`config.mk`:
```
export PLATFORM = sky130hd
export DESIGN_NAME = instr_fetch
export DESIGN_NICKNAME = d
export VERILOG_FILES = /design/src/rtl/instr_fetch.sv
export SDC_FILE = /design/constraint.sdc
export NUM_CORES = 1
export LEC_CHECK = 0
export BUFFER_PORTS_ARGS = -buffer_cell sky130_fd_sc_hd__buf_4
export CAP_MARGIN = 20
export CORE_MARGIN = 2
export CORE_UTILIZATION = 25
export CTS_CLUSTER_SIZE = 28
export DETAILED_ROUTE_END_ITERATION = 10
export HOLD_SLACK_MARGIN = 0.03
export PLACE_DENSITY = 0.47
export SYNTH_ARGS = -nofsm -noshare
export SYNTH_HDL_FRONTEND = slang
export SYNTH_SLANG_ARGS = --single-unit
```
`constraint.sdc`:
```
create_clock -name clk -period 2.2 [get_ports clk]
set_input_delay 0.22 -clock clk [delete_from_list [all_inputs] [get_ports clk]]
set_output_delay 0.22 -clock clk [all_outputs]
set_load 0.05 [all_outputs]
```
`src/rtl/instr_fetch.sv`:
```
// instr_fetch: fetch/sequencing stage in front of a 256x8 instruction RAM.
// Reads an opcode plus 0/1/2 operand bytes, presents the assembled instruction
// on a valid/ready handshake, resolves jpnz at handshake time, and halts on
// endop or an illegal opcode.
// Optional build macro: INSTR_FETCH_COUNT_EN adds a saturating 16-bit
// retired-instruction counter on output retired_count.
module instr_fetch #(
  parameter int ADDR_W   = 8,
  parameter int DATA_W   = 8,
  parameter int RESET_PC = 0,
  parameter int OP_LDAC  = 4,
  parameter int OP_JPNZ  = 42,
  parameter int OP_ENDOP = 46
) (
  input  logic                clk,
  input  logic                rst,
  input  logic                start,
  output logic                iram_read,
  output logic [ADDR_W-1:0]   iram_addr,
  input  logic [DATA_W-1:0]   iram_data,
  output logic                instr_valid,
  input  logic                instr_ready,
  output logic [DATA_W-1:0]   instr_opcode,
  output logic [2*DATA_W-1:0] instr_operand,
  input  logic                acc_nz,
  output logic [ADDR_W-1:0]   pc,
  output logic                busy,
  output logic                halted,
`ifdef INSTR_FETCH_COUNT_EN
  output logic [15:0]         retired_count,
`endif
  output logic                illegal
);

  typedef enum logic [3:0] {
    S_IDLE, S_OP_RD, S_OP_CAP, S_R1_RD, S_R1_CAP,
    S_R2_RD, S_R2_CAP, S_ISSUE, S_HALT
  } state_t;

  localparam logic [DATA_W-1:0] LDAC_C  = DATA_W'(OP_LDAC);
  localparam logic [DATA_W-1:0] JPNZ_C  = DATA_W'(OP_JPNZ);
  localparam logic [DATA_W-1:0] ENDOP_C = DATA_W'(OP_ENDOP);
  localparam logic [ADDR_W-1:0] RST_PC  = ADDR_W'(RESET_PC);

  state_t                state_q, state_d;
  logic [ADDR_W-1:0]     pc_q, pc_d;
  logic [ADDR_W-1:0]     addr_q, addr_d;
  logic                  rd_q, rd_d;
  logic                  vld_q, vld_d;
  logic [DATA_W-1:0]     opcode_q, opcode_d;
  logic [2*DATA_W-1:0]   operand_q, operand_d;
  logic                  halted_q, halted_d;
  logic                  illegal_q, illegal_d;
  logic                  busy_q, busy_d;
  logic                  start_ok;
  logic                  handshake;

  // Opcode map: 0, 4, 8, 11, 19..42, 46 are decodable; everything else traps.
  function automatic logic is_legal(input logic [DATA_W-1:0] op);
    is_legal = (op == DATA_W'(0))  || (op == DATA_W'(4)) ||
               (op == DATA_W'(8))  || (op == DATA_W'(11)) ||
               ((op >= DATA_W'(19)) && (op <= DATA_W'(42))) ||
               (op == DATA_W'(46));
  endfunction

  assign start_ok  = start && ((state_q == S_IDLE) || (state_q == S_HALT));
  assign handshake = vld_q && instr_ready;

  // Next-state, PC and instruction assembly; outputs are derived from the
  // next state so every port comes straight off a flop.
  always_comb begin
    state_d   = state_q;
    pc_d      = pc_q;
    opcode_d  = opcode_q;
    operand_d = operand_q;
    illegal_d = illegal_q;
    case (state_q)
      S_IDLE, S_HALT: begin
        if (start) begin
          pc_d      = RST_PC;
          illegal_d = 1'b0;
          state_d   = S_OP_RD;
        end
      end
      S_OP_RD: state_d = S_OP_CAP;
      S_R1_RD: state_d = S_R1_CAP;
      S_R2_RD: state_d = S_R2_CAP;
      S_OP_CAP: begin
        pc_d      = pc_q + 1'b1;
        opcode_d  = iram_data;
        operand_d = '0;
        if (!is_legal(iram_data)) begin
          illegal_d = 1'b1;
          state_d   = S_HALT;
        end else if ((iram_data == LDAC_C) || (iram_data == JPNZ_C)) begin
          state_d = S_R1_RD;
        end else begin
          state_d = S_ISSUE;
        end
      end
      S_R1_CAP: begin
        pc_d                 = pc_q + 1'b1;
        operand_d[DATA_W-1:0] = iram_data;
        state_d              = (opcode_q == LDAC_C) ? S_R2_RD : S_ISSUE;
      end
      S_R2_CAP: begin
        pc_d                          = pc_q + 1'b1;
        operand_d[2*DATA_W-1:DATA_W]  = iram_data;
        state_d                       = S_ISSUE;
      end
      S_ISSUE: begin
        if (handshake) begin
          if (opcode_q == ENDOP_C) begin
            state_d = S_HALT;
          end else begin
            // Taken jpnz redirects; not-taken simply continues at pc.
            if ((opcode_q == JPNZ_C) && acc_nz)
              pc_d = operand_q[ADDR_W-1:0];
            state_d = S_OP_RD;
          end
        end
      end
      default: state_d = S_IDLE;
    endcase
  end

  // Registered output decode from the next state.
  always_comb begin
    rd_d     = (state_d == S_OP_RD) || (state_d == S_R1_RD) || (state_d == S_R2_RD);
    addr_d   = rd_d ? pc_d : addr_q;
    vld_d    = (state_d == S_ISSUE);
    halted_d = (state_d == S_HALT);
    busy_d   = (state_d != S_IDLE) && (state_d != S_HALT);
  end

  // State and output flops; reset drops any in-flight fetch or issue.
  always_ff @(posedge clk) begin
    if (rst) begin
      state_q   <= S_IDLE;
      pc_q      <= RST_PC;
      addr_q    <= '0;
      rd_q      <= 1'b0;
      vld_q     <= 1'b0;
      opcode_q  <= '0;
      operand_q <= '0;
      halted_q  <= 1'b0;
      illegal_q <= 1'b0;
      busy_q    <= 1'b0;
    end else begin
      state_q   <= state_d;
      pc_q      <= pc_d;
      addr_q    <= addr_d;
      rd_q      <= rd_d;
      vld_q     <= vld_d;
      opcode_q  <= opcode_d;
      operand_q <= operand_d;
      halted_q  <= halted_d;
      illegal_q <= illegal_d;
      busy_q    <= busy_d;
    end
  end

  assign iram_read     = rd_q;
  assign iram_addr     = addr_q;
  assign instr_valid   = vld_q;
  assign instr_opcode  = opcode_q;
  assign instr_operand = operand_q;
  assign pc            = pc_q;
  assign busy          = busy_q;
  assign halted        = halted_q;
  assign illegal       = illegal_q;

`ifdef INSTR_FETCH_COUNT_EN
  logic [15:0] cnt_q, cnt_d;

  // Retired count: cleared on accepted start, saturating increment per handshake.
  always_comb begin
    cnt_d = cnt_q;
    if (start_ok)
      cnt_d = '0;
    else if (handshake && (cnt_q != 16'hFFFF))
      cnt_d = cnt_q + 16'd1;
  end

  // Counter flop.
  always_ff @(posedge clk) begin
    if (rst) cnt_q <= '0;
    else     cnt_q <= cnt_d;
  end

  assign retired_count = cnt_q;
`else
  logic unused_start_ok;
  assign unused_start_ok = start_ok;
`endif

endmodule

```
==> impl_metrics.yaml, run 1 <==
run_status:
  status: "completed"
hold_path:
  holdPathStages: 3
  hold_path_class: "in2reg"
  min-delay-start: "iram_data[7]"
  holdPathEnd: "instr_opcode[7]$_SDFFE_PP0P_"
synthesis:
  seq_area_frac_synth_pct: 41.24
  yosys.area.top_type: "dfxtp_1"
  synthFlopType: "dfxtp_1"
  synth.avg_cell_area_um2: 9.010
  syn_inst: 264
  async_flop_share_pct: 0
  synth-edff-count: 0
  syn_nets: 278
  yosys.area.top_type_share_pct: 41.24
  yosys_register_bits: 49
  synth_area_leaders: "dfxtp_1 41%, nor2_1 5.4%, a22oi_1 5.0%, a21oi_1 4.8%, nand2_1 3.5%"
  ys_types: 57
  synth_area_um2: 2379
  ys_warn_count: 0
worst_setup_path:
  critPathLaunchType: "register"
  crit_start: "instr_opcode[6]$_SDFFE_PP0P_"
  crit_family: "simple AND/OR/NAND/NOR gates"
  critPathMaxFanout: 6
  cp_cell_sequence: "or4_4 -> nor4_4 -> buf_6 -> mux2_1 -> a221oi_2 -> a211oi_2"
  cp-end-kind: "register"
  crit_slowest_cell: "or4_4"
  critical-path-max-stage-delay_ns: 0.55
  r2r_end: "iram_addr[5]$_SDFFE_PP0P_"
  r2r_slack_ns: 0.13
  r2r-start: "instr_opcode[6]$_SDFFE_PP0P_"
  critPathKind: "reg2reg"
  critPathRequiredTime_ns: 2.39
  cp_num_buf_inv: 1
  rr_worst_depth: 6
  crit_arrival_ns: 2.26
floorplanning:
  start_util_pct: 25.74
  core_um2: 9240
  die_w_um: 101.5
  num_io_pins: 58
  rows: 35
  die_y_um: 101.5
  dieArea_um2: 10310
cells_and_area:
  fin_cells: 457
  fillers: 963
  regArea_um2: 993.5
  n_antenna_cell: 0
  fin_nets: 341
  multi_input_area_um2: 1306
  area_growth_syn_to_layout_pct: 31.98
  final_cell_mix: "73 x buf_4, 43 x dfxtp_1, 34 x nor2_1"
  mostFrequentLayoutCell: "buf_4"
  drive_gt1_share_pct: 32.93
global_routing:
  grt_pass1_vias: 2047
  gr-total-overflow: 0
  antenna_found_initial: 0
  grt_max_degree: 45
  grtUsageTotal_pct: 14.35
  grt_pass1_wl_mm: 11.45
detailed_routing:
  first_pass_iters: 4
  drc: 0
  finalWirelength_mm: 6.971
  wl_per_cell_um: 15.25
  antenna_left: 0
  vias: 2194
  drtIter0Drc: 77
  vias_per_cell: 4.801
placement:
  port-buffer-count: 57
  gp_congestion: 0.7997
  dp.cells: 448
  dp_hpwl_mm: 5.056
run:
  drv_cap: 0
sta:
  layout_min_cycle_time_ns: 2.073
  slew_viol_final: 0
  setup_tns_ns: 0
  hold_viol: 0
  fin_crit_sh_pct: 94.24
  slew_headroom_pct: 65.17
  skew_ns: 0.01498
  rsz0062_at_grt: "true"
  tightest_slew_ns: 0.5205
  setup_viol: 0
  fmax_ghz: 0.4823
clocking:
  numCtsBuffers: 5
  cts_tree: "yes"
  clock-sinks: 49
  cts_root_buffer: "clkbuf_8"
  clockBufferDepth: 2
  clk_pin_slew_ns: 0.10
  clock_latency_ns: 0.31
  htreeDepth: 2
power:
  vdd_drop_max_mv: 0.2689
  p_leak_nw: 1.211
  total_power_w: 0.001980
  cellPowerDensity_nw_per_um2: 630.7
==> tightest hold or removal path, cell delays in order <==
cell     delay, ns
buf_4         0.14
nand2_1       0.06
a21oi_1       0.05
==> cells in the mapped netlist, types with 3 or more instances <==
library cell  count
dfxtp_1          49
nor2_1           34
a21oi_1          23
nand2_1          22
a22oi_1          16
clkbuf_1          8
o21ai_0           7
buf_2             6
nand3_1           6
a211oi_1          5
a211oi_2          5
inv_1             5
nor3_1            5
nor2b_1           4
nor4_1            4
a221oi_2          3
and3_1            3
mux2_1            3
mux2i_1           3
nand2b_1          3
nand4_1           3
or3_1             3
==> layer usage <==
metal / part of all wire, % / wire length (µm) / GRT usage [%] / vias to the layer above
li1: - / - / - / 1095
met1: 48 / 3358 / 20.64 / 1050
met2: 47 / 3286 / 21.91 / 43
met3: 3.6 / 249 / 2.830 / 6
met4: 1.1 / 76 / 3.742 / 0
met5: 0 / 0 / 0 / -
==> stage by stage <==
step / worst slack [ns] / area (µm²) / hold WS [ns] / util, %
after floorplan: 0.01791 / 2391 / 0.3456 / -
after global routing: -0.003338 / 3139 / 0.1810 / 33.97
after detailed placement: 0.02705 / 3010 / 0.4384 / 32.58
after CTS: 0.01061 / 3110 / 0.1711 / 33.66
after global placement: 0.03312 / 3010 / 0.4374 / 32.58
final: 0.1266 / 3139 / 0.1893 / 33.97
==> how the worst max path moves through the flow <==
stage | depth (start not counted) | slack, ns | endpoint
after floorplan | 6 | 0.02 | iram_addr[5]$_SDFFE_PP0P_
after global placement | 6 | 0.03 | iram_addr[3]$_SDFFE_PP0P_
after detailed placement | 6 | 0.03 | iram_addr[3]$_SDFFE_PP0P_
after CTS | 6 | 0.01 | iram_addr[3]$_SDFFE_PP0P_
after global routing | 6 | -0.003 | iram_addr[3]$_SDFFE_PP0P_
final | 6 | 0.13 | iram_addr[5]$_SDFFE_PP0P_
==> logic make-up after synthesis <==
| family | count (synthesis) | share of synthesized area, % |
|---|---|---|
| mux | 8 | 3.787 |
| fa+ha+maj | 1 | 0.5260 |
| buf+inv | 23 | 4.577 |
| xor+xnor | 1 | 0.3683 |
| flops | 49 | 41.24 |
| simple gates | 106 | 24.88 |
| compound gates | 76 | 24.62 |
==> cell type report <==
class	count	area share [%]
multi-input cells	192	41.61
clock buffers	6	2.631
inverters	5	0.5978
clock inverters	2	0.5580
flip-flops and latches	49	31.65
well taps	129	5.141
repair buffers	74	17.82
==> state kept, by name, indices dropped and copies added, names as in the netlist <==
signal,count
busy,1
halted,1
illegal,1
instr_opcode,8
instr_operand,16
instr_valid,1
iram_addr,8
iram_read,1
pc,8
state_q,4
==> report_power, final <==
part | switching, W | internal, W | total (W)
Clock | 0.000323 | 0.000262 | 0.000585
Combinational | 0.000284 | 0.000152 | 0.000436
Sequential | 0.0000356 | 0.000923 | 0.000959
Total | 0.000643 | 0.00134 | 0.00198
==> what timing repair did <==
action	in CTS	in global routing
hold buffers	0	0
setup endpoints to repair	0	3
gates resized for setup	0	3
setup buffers	0	1
(Power assumes the default switching activity.)
==> run 2, diff against run 1 <==
--- a/config.mk
+++ b/config.mk
@@ -5,14 +5,18 @@
 export SDC_FILE = /design/constraint.sdc
 export NUM_CORES = 1
 export LEC_CHECK = 0
+export ABC_AREA = 1
 export BUFFER_PORTS_ARGS = -buffer_cell sky130_fd_sc_hd__buf_4
 export CAP_MARGIN = 20
+export CELL_PAD_IN_SITES_DETAIL_PLACEMENT = 0
+export CELL_PAD_IN_SITES_GLOBAL_PLACEMENT = 1
 export CORE_MARGIN = 2
 export CORE_UTILIZATION = 25
 export CTS_CLUSTER_SIZE = 28
 export DETAILED_ROUTE_END_ITERATION = 10
 export HOLD_SLACK_MARGIN = 0.03
-export PLACE_DENSITY = 0.47
+export PLACE_DENSITY = 0.61
+export SETUP_SLACK_MARGIN = 0.15
 export SYNTH_ARGS = -nofsm -noshare
 export SYNTH_HDL_FRONTEND = slang
 export SYNTH_SLANG_ARGS = --single-unit
==> impl_metrics.yaml, run 2 <==
run_status:
  status: "completed"
sta:
  rsz0062_at_grt: "true"
  fmax_ghz: 0.5424
  slew_viol_final: 0
  skew_ns: 0.007294
  tightest_slew_ns: 0.5151
  setup_tns_ns: 0
  fin_crit_sh_pct: 83.81
  hold_viol: 0
  slew_headroom_pct: 65.62
  setup_ws_ns: 0.3562
  layout_min_cycle_time_ns: 1.844
  setup_viol: 0
  hold_ws_ns: 0.1998
synthesis:
  synth_area_leaders: "dfxtp_1 42%, nand2_1 13%, a21oi_1 8.6%, nand3_1 7.9%, nor2_1 7.4%"
  seq_area_frac_synth_pct: 42.11
  yosysMostFrequentCell: "nand2_1"
  synthFlopType: "dfxtp_1"
  yosys.area.top_type_share_pct: 42.11
  synth_common_cells: "78 x nand2_1, 49 x dfxtp_1, 46 x nor2_1"
  synth_area_um2: 2330
  syn_nets: 356
  ys_warn_count: 0
  async_flop_share_pct: 0
  synth.avg_cell_area_um2: 6.812
  syn_inst: 342
  yosys_register_bits: 49
  synth-edff-count: 0
  yosys.area.top_type: "dfxtp_1"
  ys_types: 26
floorplanning:
  rows: 35
  die_w_um: 100.5
  num_io_pins: 58
  start_util_pct: 25.45
  dieArea_um2: 10110
  die_y_um: 100.5
  core_um2: 9153
cells_and_area:
  n_antenna_cell: 0
  final_cell_mix: "78 x nand2_1, 60 x buf_4, 49 x dfxtp_1"
  largest_register_ffs: 16
  mostFrequentLayoutCell: "nand2_1"
  stdcell_area_um2: 2979
  fin_cells: 512
  multi_input_area_um2: 1196
  drive_gt1_share_pct: 22.44
  regArea_um2: 980.9
  area_growth_syn_to_layout_pct: 27.87
  fillers: 991
  fin_nets: 415
clocking:
  clockBufferDepth: 2
  numCtsBuffers: 5
  cts_tree: "yes"
  ctsHoldBuffers: 0
  cts_root_buffer: "clkbuf_8"
  clock-sinks: 49
  clk_pin_slew_ns: 0.09
  clock_latency_ns: 0.30
  htreeDepth: 2
global_routing:
  antenna_found_initial: 0
  gr-max-usage-layer: "met2"
  grtUsageTotal_pct: 14.26
  gr-total-overflow: 0
  grt_util_met3_pct: 2.566
  grt_pass1_wl_mm: 11.17
  use_met1_pct: 20.99
  grt_use_met2_pct: 21.22
  grt_pass1_vias: 2139
  grt_max_degree: 31
worst_setup_path:
  crit_arrival_ns: 2.05
  critPathRequiredTime_ns: 2.41
  critPathMaxFanout: 9
  cp-end-kind: "register"
  critPathKind: "reg2reg"
  critPathLaunchType: "register"
power:
  cellPowerDensity_nw_per_um2: 692.7
  p_leak_nw: 1.347
  sequentialPowerShare_pct: 47.6
  power_switching_w: 0.0007233
  swShare_pct: 35.05
  p_comb_share_pct: 25.2
  vdd_drop_max_mv: 0.2883
  pwr-share-clk_pct: 27.3
  p_int_w: 0.001340
detailed_routing:
  drtIter0Drc: 132
  antenna_left: 0
  wl_per_cell_um: 14.03
  first_pass_iters: 4
  finalWirelength_mm: 7.181
  vias_per_cell: 4.643
  drc: 0
  vias: 2377
placement:
  dp_hpwl_mm: 5.384
  post-place-ws_ns: 0.3619
  gp_congestion: 0.7913
  port-buffer-count: 57
  dpl_cell_area_um2: 2877
  dp.cells: 505
hold_path:
  hold_path_class: "in2reg"
run:
  drv_cap: 0
run 2: changes by cell type after synthesis, sizes merged, moves of 5 or more:
cell,previous run,this run
nor2,34,51
nand2,22,86
a221oi,5,0
a21oi,23,40
nor4,5,0
buf,10,3
nand3,6,37
inv,5,31
a211oi,10,0
nand4,3,9
a22oi,16,0
mux2,5,0
o21ai,8,18
run 2: logic make-up after synthesis:
| logic type | Yosys count | share of synthesized area (%) |
|---|---|---|
| and+or+nand+nor | 192 | 37.27 |
| AOI/OAI and AO/OA | 60 | 13.00 |
| DFF | 49 | 42.11 |
| buffers and inverters | 40 | 7.089 |
| adders and majority gates | 1 | 0.5370 |
run 2: critical path: stages, from the launching register on:
cell	delay [ns]
dfxtp_1	0.41
inv_2	0.09
nor2_1	0.15
nand2_2	0.17
nand2_4	0.16
nor2_2	0.08
nor2_4	0.10
nand2_2	0.10
a21oi_1	0.25
nand3_1	0.11
nand2_1	0.08
nor2_1	0.05
run 2: area by class of cell:
cell class	count	share of cell area (%)
Inverter	32	4.116
Clock buffer	6	2.772
Sequential cell	49	32.93
Timing Repair Buffer	60	15.12
Multi-Input combinational cell	253	40.15
Tap cell	111	4.662
Clock inverter	1	0.2520
run 2: final timing paths:
path,cells after the start,endpoint,startpoint,slack (ns)
setup reg to reg,11,iram_addr[2]$_SDFFE_PP0P_,state_q[1]$_SDFF_PP0_,0.36
hold / removal,3,instr_operand[11]$_SDFFE_PP0P_,iram_data[3],0.20
setup / recovery,11,iram_addr[2]$_SDFFE_PP0P_,state_q[1]$_SDFF_PP0_,0.36
hold reg to reg,2,instr_operand[11]$_SDFFE_PP0P_,instr_operand[11]$_SDFFE_PP0P_,0.48
run 2: per-stage QoR:
step	util (%)	power [W]
after floorplan	-	0.001364
after global placement	31.43	0.001522
after detailed placement	31.43	0.001520
after CTS	32.41	0.002084
after global routing	32.55	0.002178
final	32.55	0.002064
run 2: power groups by stage:
stage | combinational (W) | sequential [W] | clock, W
2_1_floorplan | 0.000212 | 0.00115 | 0
3_3_place_gp | 0.000519 | 0.00100 | 0
3_5_place_dp | 0.000518 | 0.00100 | 0
4_1_cts | 0.000520 | 0.000982 | 0.000581
5_1_grt | 0.000570 | 0.000990 | 0.000618
6_report | 0.000519 | 0.000982 | 0.000563
run 2: what timing repair did:
item	in CTS	in global routing
setup buffers	0	0
resized for setup	0	3
endpoints found under the setup margin	0	9
run 2: metal layers:
metal | vias to the layer above | wire length (µm)
met2 | 54 | 3125
met1 | 1078 | 3614
met4 | 0 | 95
met5 | - | 0
li1 | 1239 | -
met3 | 6 | 345
==> run 3, diff against run 2 <==
==> constraint.sdc (replaced) <==
create_clock -name clk -period 1.6 [get_ports clk]
set_input_delay 0.16 -clock clk [delete_from_list [all_inputs] [get_ports clk]]
set_output_delay 0.16 -clock clk [all_outputs]
set_load 0.05 [all_outputs]
==> impl_metrics.yaml, run 3 (same netlist as run 2, synthesis figures left out) <==
floorplanning:
  start_util_pct: 25.45
  die_w_um: 100.5
  core_um2: 9153
  num_io_pins: 58
  dieArea_um2: 10110
  rows: 35
  die_y_um: 100.5
sta:
  slew_viol_final: 0
  fin_crit_sh_pct: 100.9
  setup_viol: 4
  hold_viol: 0
  tightest_slew_ns: 0.5047
  setup_ws_ns: -0.01487
  rsz0062_at_grt: "true"
  fmax_ghz: 0.6192
  hold_ws_ns: 0.1390
  skew_ns: 0.008683
  layout_min_cycle_time_ns: 1.615
  slew_headroom_pct: 66.09
power:
  cellPowerDensity_nw_per_um2: 845.7
  power_switching_w: 0.001159
  swShare_pct: 36.17
  p_leak_nw: 1.648
  sequentialPowerShare_pct: 42.4
  p_int_w: 0.002046
  vdd_drop_max_mv: 0.4271
  pwr-share-clk_pct: 27.2
  p_comb_share_pct: 30.4
worst_setup_path:
  critPathRequiredTime_ns: 1.86
  critPathKind: "reg2reg"
  critPathMaxFanout: 8
  crit_family: "simple AND/OR/NAND/NOR gates"
  cp_num_buf_inv: 3
  cpMostUsedCell: "nand2_4"
  crit_arrival_ns: 1.87
  crit_slowest_cell: "dfxtp_2"
  cp_cell_sequence: "inv_4 -> nor2_4 -> buf_4 -> nand2_4 -> nand2_4 -> nor3_4 -> nand2_4 -> buf_12 -> nand2_8 -> a21oi_1 -> nor2_1"
  cp-end-kind: "register"
  critical-path-max-stage-delay_ns: 0.34
  critPathLaunchType: "register"
cells_and_area:
  fin_cells: 551
  final_cell_mix: "86 x buf_4, 65 x nand2_1, 33 x nor2_1"
  area_growth_syn_to_layout_pct: 62.67
  fin_nets: 453
  fin_util_pct: 41.41
  n_antenna_cell: 0
  multi_input_area_um2: 1560
  fillers: 943
  regArea_um2: 1041
  mostFrequentLayoutCell: "buf_4"
  largest_register_ffs: 16
  drive_gt1_share_pct: 44.09
global_routing:
  gr-total-overflow: 0
  grt_pass1_wl_mm: 12.49
  antenna_found_initial: 0
  grt_max_degree: 30
  grt_pass1_vias: 2474
  grtUsageTotal_pct: 15.65
detailed_routing:
  wl_per_cell_um: 14.61
  drtIter0Drc: 69
  antenna_left: 0
  finalWirelength_mm: 8.050
  drc: 0
  vias: 2577
  first_pass_iters: 4
  vias_per_cell: 4.677
placement:
  dp_hpwl_mm: 5.598
  dp.cells: 521
  port-buffer-count: 57
  gp_congestion: 0.8585
clocking:
  cts_tree: "yes"
  ctsHoldBuffers: 0
  numCtsBuffers: 5
  htreeDepth: 2
  cts_root_buffer: "clkbuf_8"
  clockBufferDepth: 2
  clock-sinks: 49
  clk_pin_slew_ns: 0.10
  clock_latency_ns: 0.31
run:
  drv_cap: 0
hold_path:
  hold_path_class: "in2reg"
run_status:
  violations: "setup timing"
  status: "complete, but fails checks"
==> run 3: timing repair <==
item | CTS | global route
endpoints found under the setup margin | 29 | 40
buffers inserted | 8 | 9
cloned | 3 | 2
pin swaps | 9 | 16
gates resized for setup | 40 | 38
==> run 3: final timing paths <==
check	start	to	slack, ns	cells past startpoint
setup / recovery	state_q[2]$_SDFF_PP0_	iram_addr[7]$_SDFFE_PP0P_	-0.01	11
hold / removal	iram_data[2]	instr_operand[10]$_SDFFE_PP0P_	0.14	3
setup reg to reg	state_q[2]$_SDFF_PP0_	iram_addr[7]$_SDFFE_PP0P_	-0.01	11
hold reg to reg	instr_operand[9]$_SDFFE_PP0P_	instr_operand[9]$_SDFFE_PP0P_	0.47	2
==> run 3: final cells by class <==
class,count,area share [%]
well taps,111,3.665
inverters,32,3.566
repair buffers,95,21.33
clock inverters,1,0.2311
clock buffers,7,2.575
multi-input cells,256,41.17
flip-flops and latches,49,27.47
==> run 3: worst min-delay path, cell delays in order <==
cell	delay (ns)
buf_4	0.13
nand2_1	0.06
a21oi_1	0.05
==> run 3: per-stage QoR <==
stage | power (W) | setup slack [ns] | TNS [ns] | cell area (µm²)
floorplan | 0.001909 | 0.1204 | 0 | 2466
global placement | 0.002158 | -0.02510 | -0.06697 | 3142
detailed placement | 0.002159 | -0.01603 | -0.04652 | 3142
CTS | 0.003144 | 0.05767 | 0 | 3510
global route | 0.003354 | -0.09948 | -0.8921 | 3790
finish | 0.003205 | -0.01487 | -0.02345 | 3790
==> run 3: power groups by stage <==
stage,Clock [W],Combinational (W),Sequential (W)
final,0.000873,0.000974,0.00136
after global routing,0.000936,0.00105,0.00137
after global placement,0,0.000779,0.00138
after floorplan,0,0.000320,0.00159
after detailed placement,0,0.000780,0.00138
after CTS,0.000894,0.000892,0.00136
==> run 3: metal layers <==
metal | up-vias | track usage (%) | routed length, µm
met1 | 1203 | 21.79 | 3873
met4 | 0 | 3.267 | 96
met3 | 7 | 2.497 | 205
met2 | 35 | 25.66 | 3875
met5 | - | 0 | 0
li1 | 1332 | - | -
